File: config.mk
export PLATFORM = sky130hd
export DESIGN_NAME = pulse_stretcher
export DESIGN_NICKNAME = d
export VERILOG_FILES = /design/src/rtl/pulse_stretcher.sv
export SDC_FILE = /design/constraint.sdc
export NUM_CORES = 1
export LEC_CHECK = 0
export BUFFER_PORTS_ARGS = -buffer_cell sky130_fd_sc_hd__buf_2
export CORE_ASPECT_RATIO = 0.9
export CORE_MARGIN = 1
export CORE_UTILIZATION = 30
export CTS_BUF_LIST = sky130_fd_sc_hd__clkbuf_8
export CTS_CLUSTER_SIZE = 16
export DETAILED_ROUTE_END_ITERATION = 7
export GPL_TIMING_DRIVEN = 0
export PLACE_DENSITY = 0.44
export SLEW_MARGIN = 20
export SYNTH_ARGS = -nofsm -noshare
export SYNTH_HDL_FRONTEND = slang
export SYNTH_SLANG_ARGS = --single-unit
File: constraint.sdc
create_clock -name clk -period 2.26 [get_ports clk]
set_input_delay 0.452 -clock clk [delete_from_list [all_inputs] [get_ports clk]]
set_output_delay 0.452 -clock clk [all_outputs]
set_load 0.005 [all_outputs]
File: src/rtl/pulse_stretcher.sv
// Pulse stretcher: turns single-cycle requests into a HOLD_CYCLES-long level followed by a GAP_CYCLES lockout.
// Optional macro PULSE_STRETCHER_RETRIGGER_EN lets a request during the hold restart it instead of being dropped.
module pulse_stretcher #(
  parameter logic [15:0] HOLD_CYCLES = 16'd1000,
  parameter logic [7:0]  GAP_CYCLES  = 8'd10
) (
  input  logic       clk,
  input  logic       reset,
  input  logic       pulso,
  output logic       nivel,
  output logic       busy,
  output logic       done,
  output logic [7:0] dropped
);

  typedef enum logic [1:0] {
    IDLE = 2'b00,
    HOLD = 2'b01,
    GAP  = 2'b10
  } state_t;

  localparam logic [15:0] HOLD_LOAD = HOLD_CYCLES - 16'd1;
  localparam logic [15:0] GAP_LOAD  = {8'd0, GAP_CYCLES} - 16'd1;

`ifdef PULSE_STRETCHER_RETRIGGER_EN
  localparam logic RETRIG = 1'b1;
`else
  localparam logic RETRIG = 1'b0;
`endif

  state_t      state;
  logic [15:0] cnt;

  function automatic logic [7:0] sat_inc(input logic [7:0] v);
    return (v == 8'hFF) ? v : v + 8'd1;
  endfunction

  always_ff @(posedge clk) begin
    if (!reset) begin
      state   <= IDLE;
      cnt     <= 16'd0;
      nivel   <= 1'b0;
      busy    <= 1'b0;
      done    <= 1'b0;
      dropped <= 8'd0;
    end else begin
      done <= 1'b0;
      case (state)
        IDLE: begin
          if (pulso) begin
            state <= HOLD;
            cnt   <= HOLD_LOAD;
            nivel <= 1'b1;
            busy  <= 1'b1;
          end
        end
        HOLD: begin
          // A retrigger reload takes precedence over the end-of-hold transition.
          if (pulso && RETRIG) begin
            cnt <= HOLD_LOAD;
          end else begin
            if (pulso) dropped <= sat_inc(dropped);
            if (cnt == 16'd0) begin
              nivel <= 1'b0;
              done  <= 1'b1;
              if (GAP_CYCLES == 8'd0) begin
                state <= IDLE;
                busy  <= 1'b0;
              end else begin
                state <= GAP;
                cnt   <= GAP_LOAD;
              end
            end else begin
              cnt <= cnt - 16'd1;
            end
          end
        end
        GAP: begin
          if (pulso) dropped <= sat_inc(dropped);
          if (cnt == 16'd0) begin
            state <= IDLE;
            busy  <= 1'b0;
          end else begin
            cnt <= cnt - 16'd1;
          end
        end
        default: begin
          state   <= IDLE;
          cnt     <= 16'd0;
          nivel   <= 1'b0;
          busy    <= 1'b0;
          dropped <= 8'd0;
        end
      endcase
    end
  end

endmodule

Word-level counts from Yosys, hierarchy flattened
Cells that the tools add are included.
- add/sub/neg operators: 2
- equal/unequal tests: 9
- muxes and demuxes: 16
- bitwise logic cells: 3
- reduce and logical (&&, ||, !) cells: 9
- operators by type and width (operator ; number):
    16-bit two-way mux ; 3
    16-bit one-hot mux with 3 select lines ; 1
    16-bit zero test ; 1
    8-bit two-way mux ; 2
    8-bit one-hot mux with 2 select lines ; 1
    16-bit by 1-bit subtractor with 16-bit output, second input constant ; 1
    3-bit AND reduction ; 4
    2-bit != test, second input constant ; 5
    8-bit by 1-bit adder with 8-bit output, second input constant ; 1
    8-bit == test, second input constant ; 1
    2-bit two-way mux ; 3
    1-bit one-hot mux with 3 select lines ; 2
    2-bit one-hot mux with 3 select lines ; 1
    2-bit AND reduction ; 2
    1-bit two-way mux ; 3
    1-bit inverter ; 3
    2-bit by 1-bit == test with 1-bit output, second input constant ; 1
    2-bit == test, second input constant ; 1
    2-bit zero test ; 1
    2-bit by 1-bit != test with 1-bit output, second input constant ; 1
    2-bit OR reduction ; 1
- register bits: 29
- input bits: 3
- output and inout port bits: 11
- logic and storage cells: 45

Depth between registers and ports, before layout
Gate-level depths: netlist of the first run.
- word-level depth: 4
- depth in mapped cells: 8
- mapped depth without buffers: 7

Worst setup path before layout of the first run
No wires, ideal clock.
- path kind: reg-to-reg
- start point: reg state[0]
- end point: reg dropped[5]
- library setup time: 131 ps
- arrival: 1856 ps
- data required time: 2129 ps
- path slack: 273 ps
- cell stages (with the launch flop): 8
- path buffers: 0
- clock period less this slack: 1987 ps
- cell sequence: dfxtp_1 > inv_1 > ha_1 > and4_1 > a211oi_1 > nand4_1 > xor2_1 > nor2_1
- cells in the longest elaborated chain, start to end: 4
- elaborated cells between the ends (all ways): 9
- those cells by class: 4 x eq/ne; 1 x mux; 1 x bitwise; 3 x reduce/logical
- ends and longest elaborated chain (what ; line ; text):
    start: declaration ; 31 ; state_t state;
    start signal: assignment ; 40 ; state <= IDLE;
    start signal: assignment ; 51 ; state <= HOLD;
    start signal: assignment ; 67 ; state <= IDLE;
    2-bit == test or 2-bit by 1-bit == test with 1-bit output (tied branches) ; 48 ; case (state)
    2-bit OR reduction (no source line) ; - ;
    2-bit != test (no source line) or 2-bit by 1-bit != test with 1-bit output (tied branches) ; - ;
    3-bit AND reduction (no source line) ; - ;
    end signal: assignment ; 62 ; if (pulso) dropped <= sat_inc(dropped);
    end signal: assignment ; 79 ; if (pulso) dropped <= sat_inc(dropped);
    end: declaration ; 13 ; output logic [7:0] dropped
Several ways; a longest one is shown, not always the timed one.
A chain may end at the register's enable or synchronous reset.

Final worst setup path of the first run
- start point: reg cnt[0]
- end point: reg cnt[13]
- cells in the longest elaborated chain, start to end: 3
- elaborated cells between the ends (all ways): 7
- those cells by class: 1 x add/sub; 1 x eq/ne; 3 x mux; 2 x reduce/logical
- ends and longest elaborated chain (what ; line ; text):
    start: declaration ; 32 ; logic [15:0] cnt;
    start signal: assignment ; 74 ; cnt <= cnt - 16'd1;
    start signal: assignment ; 84 ; cnt <= cnt - 16'd1;
    16-bit by 1-bit subtractor with 16-bit output or 16-bit zero test (tied branches) ; - ;
    16-bit two-way mux, or another cell as far along ; 80 ; if (cnt == 16'd0) begin
    16-bit one-hot mux with 3 select lines or 2-bit AND reduction (tied branches) ; - ;
Several ways; a longest one is shown, not always the timed one. The select of a mux whose other input is x is not followed.

==> results of run 1 <==
==> final cells by class <==
type	instances	area (µm²)
timing repair buffer	18	103
buffer	7	32.5
fill	547	3330
inverter	8	30.0
sequential	29	582
clock buffer	5	68.8
multi-input combinational	145	1020
clock inverter	3	11.3
tap	67	83.8
==> worst max-delay path: cells and delay by family (launching register included) <==
kind,cells,cell delay [ns]
compound gates,2,0.29
fa+ha+maj,1,0.24
buf+inv,2,0.27
flops,1,0.37
simple gates,3,0.86
==> logic make-up after synthesis <==
| logic type | synth area share, % |
|---|---|
| and+or+nand+nor | 26.4 |
| AOI/OAI and AO/OA | 24.8 |
| buffers and inverters | 4.06 |
| adders and majority gates | 5.36 |
| DFF | 35.6 |
| xor gates and xnor gates | 3.75 |
==> state kept, by name, indices dropped and copies added, names as in the netlist <==
name	cells
done	1
busy	1
nivel	1
cnt	16
dropped	8
state	2
==> power by group through the flow <==
| stage | registers [mW] | clock network, mW | logic, mW |
|---|---|---|---|
| 6_report | 0.619 | 0.393 | 0.458 |
| 5_1_grt | 0.627 | 0.435 | 0.511 |
| 4_1_cts | 0.617 | 0.412 | 0.429 |
| 3_5_place_dp | 0.629 | 0 | 0.420 |
| 3_3_place_gp | 0.628 | 0 | 0.417 |
| 2_1_floorplan | 0.618 | 0 | 0.318 |
==> placed cells by master (no fill, tap or decap), drive strengths merged, types with 7 or more instances in the layout <==
| cell type | count |
|---|---|
| dfxtp | 29 |
| ha | 7 |
| a21oi | 20 |
| nand3 | 8 |
| nand2 | 9 |
| clkbuf | 9 |
| inv | 11 |
| buf | 21 |
| o21ai | 12 |
| nor2 | 14 |
==> metal layers <==
| metal | vias up | wire length (µm) | share of wire [%] |
|---|---|---|---|
| met5 | - | 0 | 0 |
| met4 | 0 | 57 | 1.3 |
| met3 | 6 | 157 | 3.6 |
| met2 | 24 | 1860 | 43 |
| met1 | 763 | 2250 | 52 |
| li1 | 764 | - | - |
==> stage by stage <==
| stage | utilization (%) | std cells | TNS, ns | hold slack, ns |
|---|---|---|---|---|
| after floorplan | - | 190 | 0 | 0.471 |
| after global placement | 33.9 | 270 | -0.0775 | 0.494 |
| after detailed placement | 33.9 | 270 | -0.131 | 0.503 |
| after CTS | 35.7 | 278 | 0 | 0.514 |
| after global routing | 36.7 | 282 | 0 | 0.539 |
| final | 36.7 | 282 | 0 | 0.515 |
==> worst paths after layout <==
check,from,end,slack (ns),cells after the start
worst max-delay path,cnt[0],cnt[13],0.16,8
worst min-delay path,dropped[1],dropped[1],0.52,2
worst max register to register,cnt[0],cnt[13],0.16,8
worst min register to register,dropped[1],dropped[1],0.52,2
==> what timing repair did <==
action,4_1_cts,5_1_grt
hold endpoints to repair,0,0
pin swaps,0,2
setup endpoints to repair,6,12
buffers inserted,0,5
gates resized for setup,3,4
==> results.py, run 1 <==
metrics = {
    "die": {
        "die_y_um": 72.0,
        "core_area_um2": 5260,
        "rows": 25,
        "die_area_um2": 5740,
        "chipWidth_um": 79.8,
        "ios": 14,
        "initial_core_util_pct": 31.1,
    },
    "global_routing": {
        "grt_use_met1_pct": 24.0,
        "top_usage_layer": "met2",
        "grt_pass1_vias": 1473,
        "track_usage_pct": 16.8,
        "use_met2_pct": 24.0,
        "antenna_found_initial": 0,
        "grt-ovfl-total": 0,
        "use_met3_pct": 4.65,
        "grt_pass1_wl_mm": 7.36,
        "grt_max_degree": 11,
    },
    "clocking": {
        "htreeDepth": 2,
        "tritoncts": "done",
        "cts_buffers": 5,
        "postCtsHoldBufs": 0,
        "numClockSinks": 29,
        "clk_pin_slew_ns": 0.06,
        "clock_latency_ns": 0.28,
        "root_buffer": "clkbuf_8",
        "clockBufferDepth": 2,
    },
    "power": {
        "pwr-share-seq_pct": 42.1,
        "power_mw": 1.47,
        "pwr-share-clk_pct": 26.7,
        "ir_drop_v": 0.000262,
        "cell_internal_pwr_uw": 951,
        "swShare_pct": 35.3,
        "comb_power_share_pct": 31.1,
        "p_leak_nw": 0.747,
        "p_sw_uw": 519,
        "power.density_nw_per_um2": 762,
    },
    "critical_path": {
        "critPathRequiredTime_ns": 2.46,
        "crit_chain": "inv_1 -> ha_1 -> nor4b_2 -> nand4_1 -> o21ai_4 -> buf_4 -> or4_1 -> a21oi_1",
        "worst_setup_path_end_kind": "flip-flop",
        "start_kind": "flip-flop",
        "crit_fanout": 7,
        "slowest_stage": "or4_1",
        "worstSetupPathType": "flip-flop to flip-flop",
        "arrival_ns": 2.30,
        "max_stage_delay_ns": 0.50,
    },
    "finish": {
        "stdcell_area_um2": 1930,
        "area_delta_synth_final_pct": 18.1,
        "finalNetCount": 224,
        "n_antenna_cell": 0,
        "drive_gt1_share_pct": 19.5,
    },
    "drt": {
        "drt_first_iter_violations": 123,
        "wl_mm": 4.32,
        "drc": 2,
        "num_vias": 1557,
        "wl_per_cell_um": 15.3,
        "viasPerCell": 5.52,
        "first_pass_iters": 6,
        "ant_nets": 0,
    },
    "placement": {
        "gp_congestion": 0.825,
        "dp_slack_ns": -0.0907,
        "io_buffers": 13,
        "dpl.hpwl_mm": 3.16,
        "dpl-instance-area_um2": 1780,
    },
    "logic_synthesis": {
        "seq_area_frac_synth_pct": 35.6,
        "synth_area_um2": 1630,
        "synth_ff_type": "dfxtp_1",
        "async_flop_share_pct": 0,
        "synth_top_area_share_pct": 35.6,
        "yosys_warnings": 0,
        "synthTopCellsByArea": "dfxtp_1 (36%), a21oi_1 (6.1%), ha_1 (5.4%), nor2_1 (3.2%), o21ai_0 (2.8%)",
        "yosysTopAreaCell": "dfxtp_1",
        "synth_most_common_cell": "dfxtp_1",
        "synth_enable_flop_cells": 0,
        "netlist_instances": 190,
        "yosys-top-cells-count": "dfxtp_1 (29), a21oi_1 (20), nor2_1 (14), nand2_1 (9), o21ai_0 (9)",
        "synth.ff_latch_count": 29,
        "syn_area_per_cell_um2": 8.59,
        "syn-num-nets": 200,
        "yosysUniqueCellTypes": 47,
    },
    "timing": {
        "setup_slack_ns": 0.160,
        "final_max_slew_viol_count": 0,
        "clock_skew_ns": 0.00321,
        "setup-violations-final": 0,
        "fmax_mhz": 476,
        "max_slew_margin_pct": 64.2,
        "rsz0062_at_grt": "false",
        "timing.final.crit_period_ns": 2.10,
        "hold_viol_final": 0,
        "worst_pin_slew_ns": 0.537,
        "period_share_pct": 92.9,
    },
    "run": {
        "drv_cap": 0,
    },
    "run_status": {
        "violations": "DRC",
        "outcome": "finished with violations",
    },
    "hold_path": {
        "hold_class": "flip-flop to flip-flop",
    },
}
No activity file was read; power rests on OpenSTA's default activity.
==> run 2: changes to the inputs <==
Settings changed: CORE_MARGIN 1 to unset, REMOVE_ABC_BUFFERS set to 1.
==> results.py, run 2 (synthesis gave the netlist of run 1 again) <==
metrics = {
    "run_status": {
        "outcome": "finished clean",
    },
    "drt": {
        "first_pass_iters": 4,
        "highest_layer": "met4",
        "drc": 0,
        "wl_met3_um": 227,
        "num_vias": 1531,
        "wl_per_cell_um": 16.1,
        "met1_length_mm": 2.14,
        "ant_nets": 0,
        "viasPerCell": 5.59,
        "drt_first_iter_violations": 141,
        "wl_met2_mm": 1.97,
        "wl_mm": 4.40,
    },
    "timing": {
        "finalSetupTns_ns": 0,
        "max_slew_margin_pct": 66.0,
        "timing.final.crit_period_ns": 2.11,
        "holdWs_ns": 0.505,
        "rsz0062_at_grt": "false",
        "clock_skew_ns": 0.00268,
        "period_share_pct": 93.2,
        "hold_viol_final": 0,
        "setup_slack_ns": 0.153,
        "fmax_mhz": 475,
        "final_max_slew_viol_count": 0,
        "worst_pin_slew_ns": 0.507,
        "setup-violations-final": 0,
    },
    "finish": {
        "drive_gt1_share_pct": 18.8,
        "layoutNonFillerInstCount": 274,
        "area_delta_synth_final_pct": 16.8,
        "final_cell_mix": "dfxtp_1 (29), a21oi_1 (19), nor2_1 (14)",
        "largest_reg_flops": 16,
        "largest_registers": "cnt x16, dropped x8, state x2",
        "top_register": "cnt",
        "mostFrequentLayoutCell": "dfxtp_1",
        "finalNetCount": 217,
        "n_antenna_cell": 0,
        "fillers": 581,
    },
    "die": {
        "die_y_um": 72.0,
        "core_area_um2": 5260,
        "chipWidth_um": 79.8,
        "ios": 14,
        "initial_core_util_pct": 31.1,
        "die_area_um2": 5740,
        "rows": 25,
    },
    "global_routing": {
        "antenna_found_initial": 0,
        "grt_pass1_vias": 1483,
        "track_usage_pct": 16.8,
        "grt-ovfl-total": 0,
        "grt_max_degree": 15,
        "grt_pass1_wl_mm": 7.33,
    },
    "clocking": {
        "numClockSinks": 29,
        "cts_buffers": 5,
        "clock_latency_ns": 0.28,
        "clockBufferDepth": 2,
        "root_buffer": "clkbuf_8",
        "clk_pin_slew_ns": 0.06,
        "postCtsHoldBufs": 0,
        "tritoncts": "done",
        "htreeDepth": 2,
    },
    "critical_path": {
        "worstSetupPathType": "flip-flop to flip-flop",
        "worst_setup_path_end_kind": "flip-flop",
        "start_kind": "flip-flop",
        "critPathRequiredTime_ns": 2.43,
        "arrival_ns": 2.28,
        "crit_fanout": 9,
    },
    "run": {
        "drv_cap": 0,
    },
    "placement": {
        "dpl.hpwl_mm": 3.02,
        "gp_congestion": 0.776,
        "dp_slack_ns": -0.186,
        "dp_cells": 262,
        "io_buffers": 13,
    },
    "power": {
        "power.density_nw_per_um2": 789,
        "cell_internal_pwr_uw": 974,
        "pwr-share-clk_pct": 28.7,
        "power_mw": 1.50,
        "ir_drop_v": 0.000336,
        "pwr-share-seq_pct": 41.9,
        "p_sw_uw": 531,
        "comb_power_share_pct": 29.5,
        "p_leak_nw": 0.716,
        "swShare_pct": 35.3,
    },
    "hold_path": {
        "hold_class": "flip-flop to flip-flop",
    },
}
## run 2: cell types whose count changed in the layout (fill, tap and decap cells not counted), moves of 2 or more
cell and change:
inv_1 -2, buf_2 -2, buf_4 -3, clkbuf_1 -4
## run 2: power by group through the flow
stage	combinational, mW	sequential [mW]	clock, mW
after global placement	0.397	0.635	0
after global routing	0.496	0.638	0.465
after floorplan	0.300	0.625	0
after CTS	0.420	0.625	0.444
final	0.444	0.630	0.431
after detailed placement	0.401	0.637	0
## run 2: repair_timing
item / in CTS / in global routing
gates cloned: 1 / 1
endpoints found under the setup margin: 14 / 16
pin swaps: 1 / 2
buffers inserted: 2 / 1
resized for setup: 2 / 5
## run 2: through the flow
step | utilization (%) | cell area, µm²
final | 36.3 | 1910
after global routing | 36.3 | 1910
after CTS | 35.5 | 1870
after detailed placement | 33.2 | 1750
after global placement | 33.2 | 1750
after floorplan | - | 1600
## run 2: final timing paths
kind / start / end / slack, ns / depth (start not counted)
min: dropped[1] / dropped[1] / 0.50 / 2
max: cnt[0] / cnt[5] / 0.15 / 7
max reg2reg: cnt[0] / cnt[5] / 0.15 / 7
min reg2reg: dropped[1] / dropped[1] / 0.50 / 2
## run 2: layer usage
layer / vias to the layer above / GRT usage, %
li1: 750 / -
met1: 729 / 23.4
met2: 45 / 25.7
met3: 7 / 3.77
met4: 0 / 5.36
met5: - / 0
## run 2: layout make-up
class / count / area [µm²] / area share [%]
clock buffer: 6 / 82.6 / 4.33
clock inverter: 1 / 3.75 / 0.197
inverter: 8 / 30.0 / 1.57
multi-input combinational: 147 / 1040 / 54.5
sequential: 29 / 581 / 30.4
tap: 67 / 83.8 / 4.40
timing repair buffer: 16 / 87.6 / 4.59
## run 2: worst max-delay path, cell delays in order (launching register included)
cell	delay [ns]
dfxtp_1	0.36
inv_1	0.13
ha_1	0.19
nor4b_1	0.31
and4_2	0.44
o31ai_1	0.12
and2_1	0.24
a32o_1	0.22
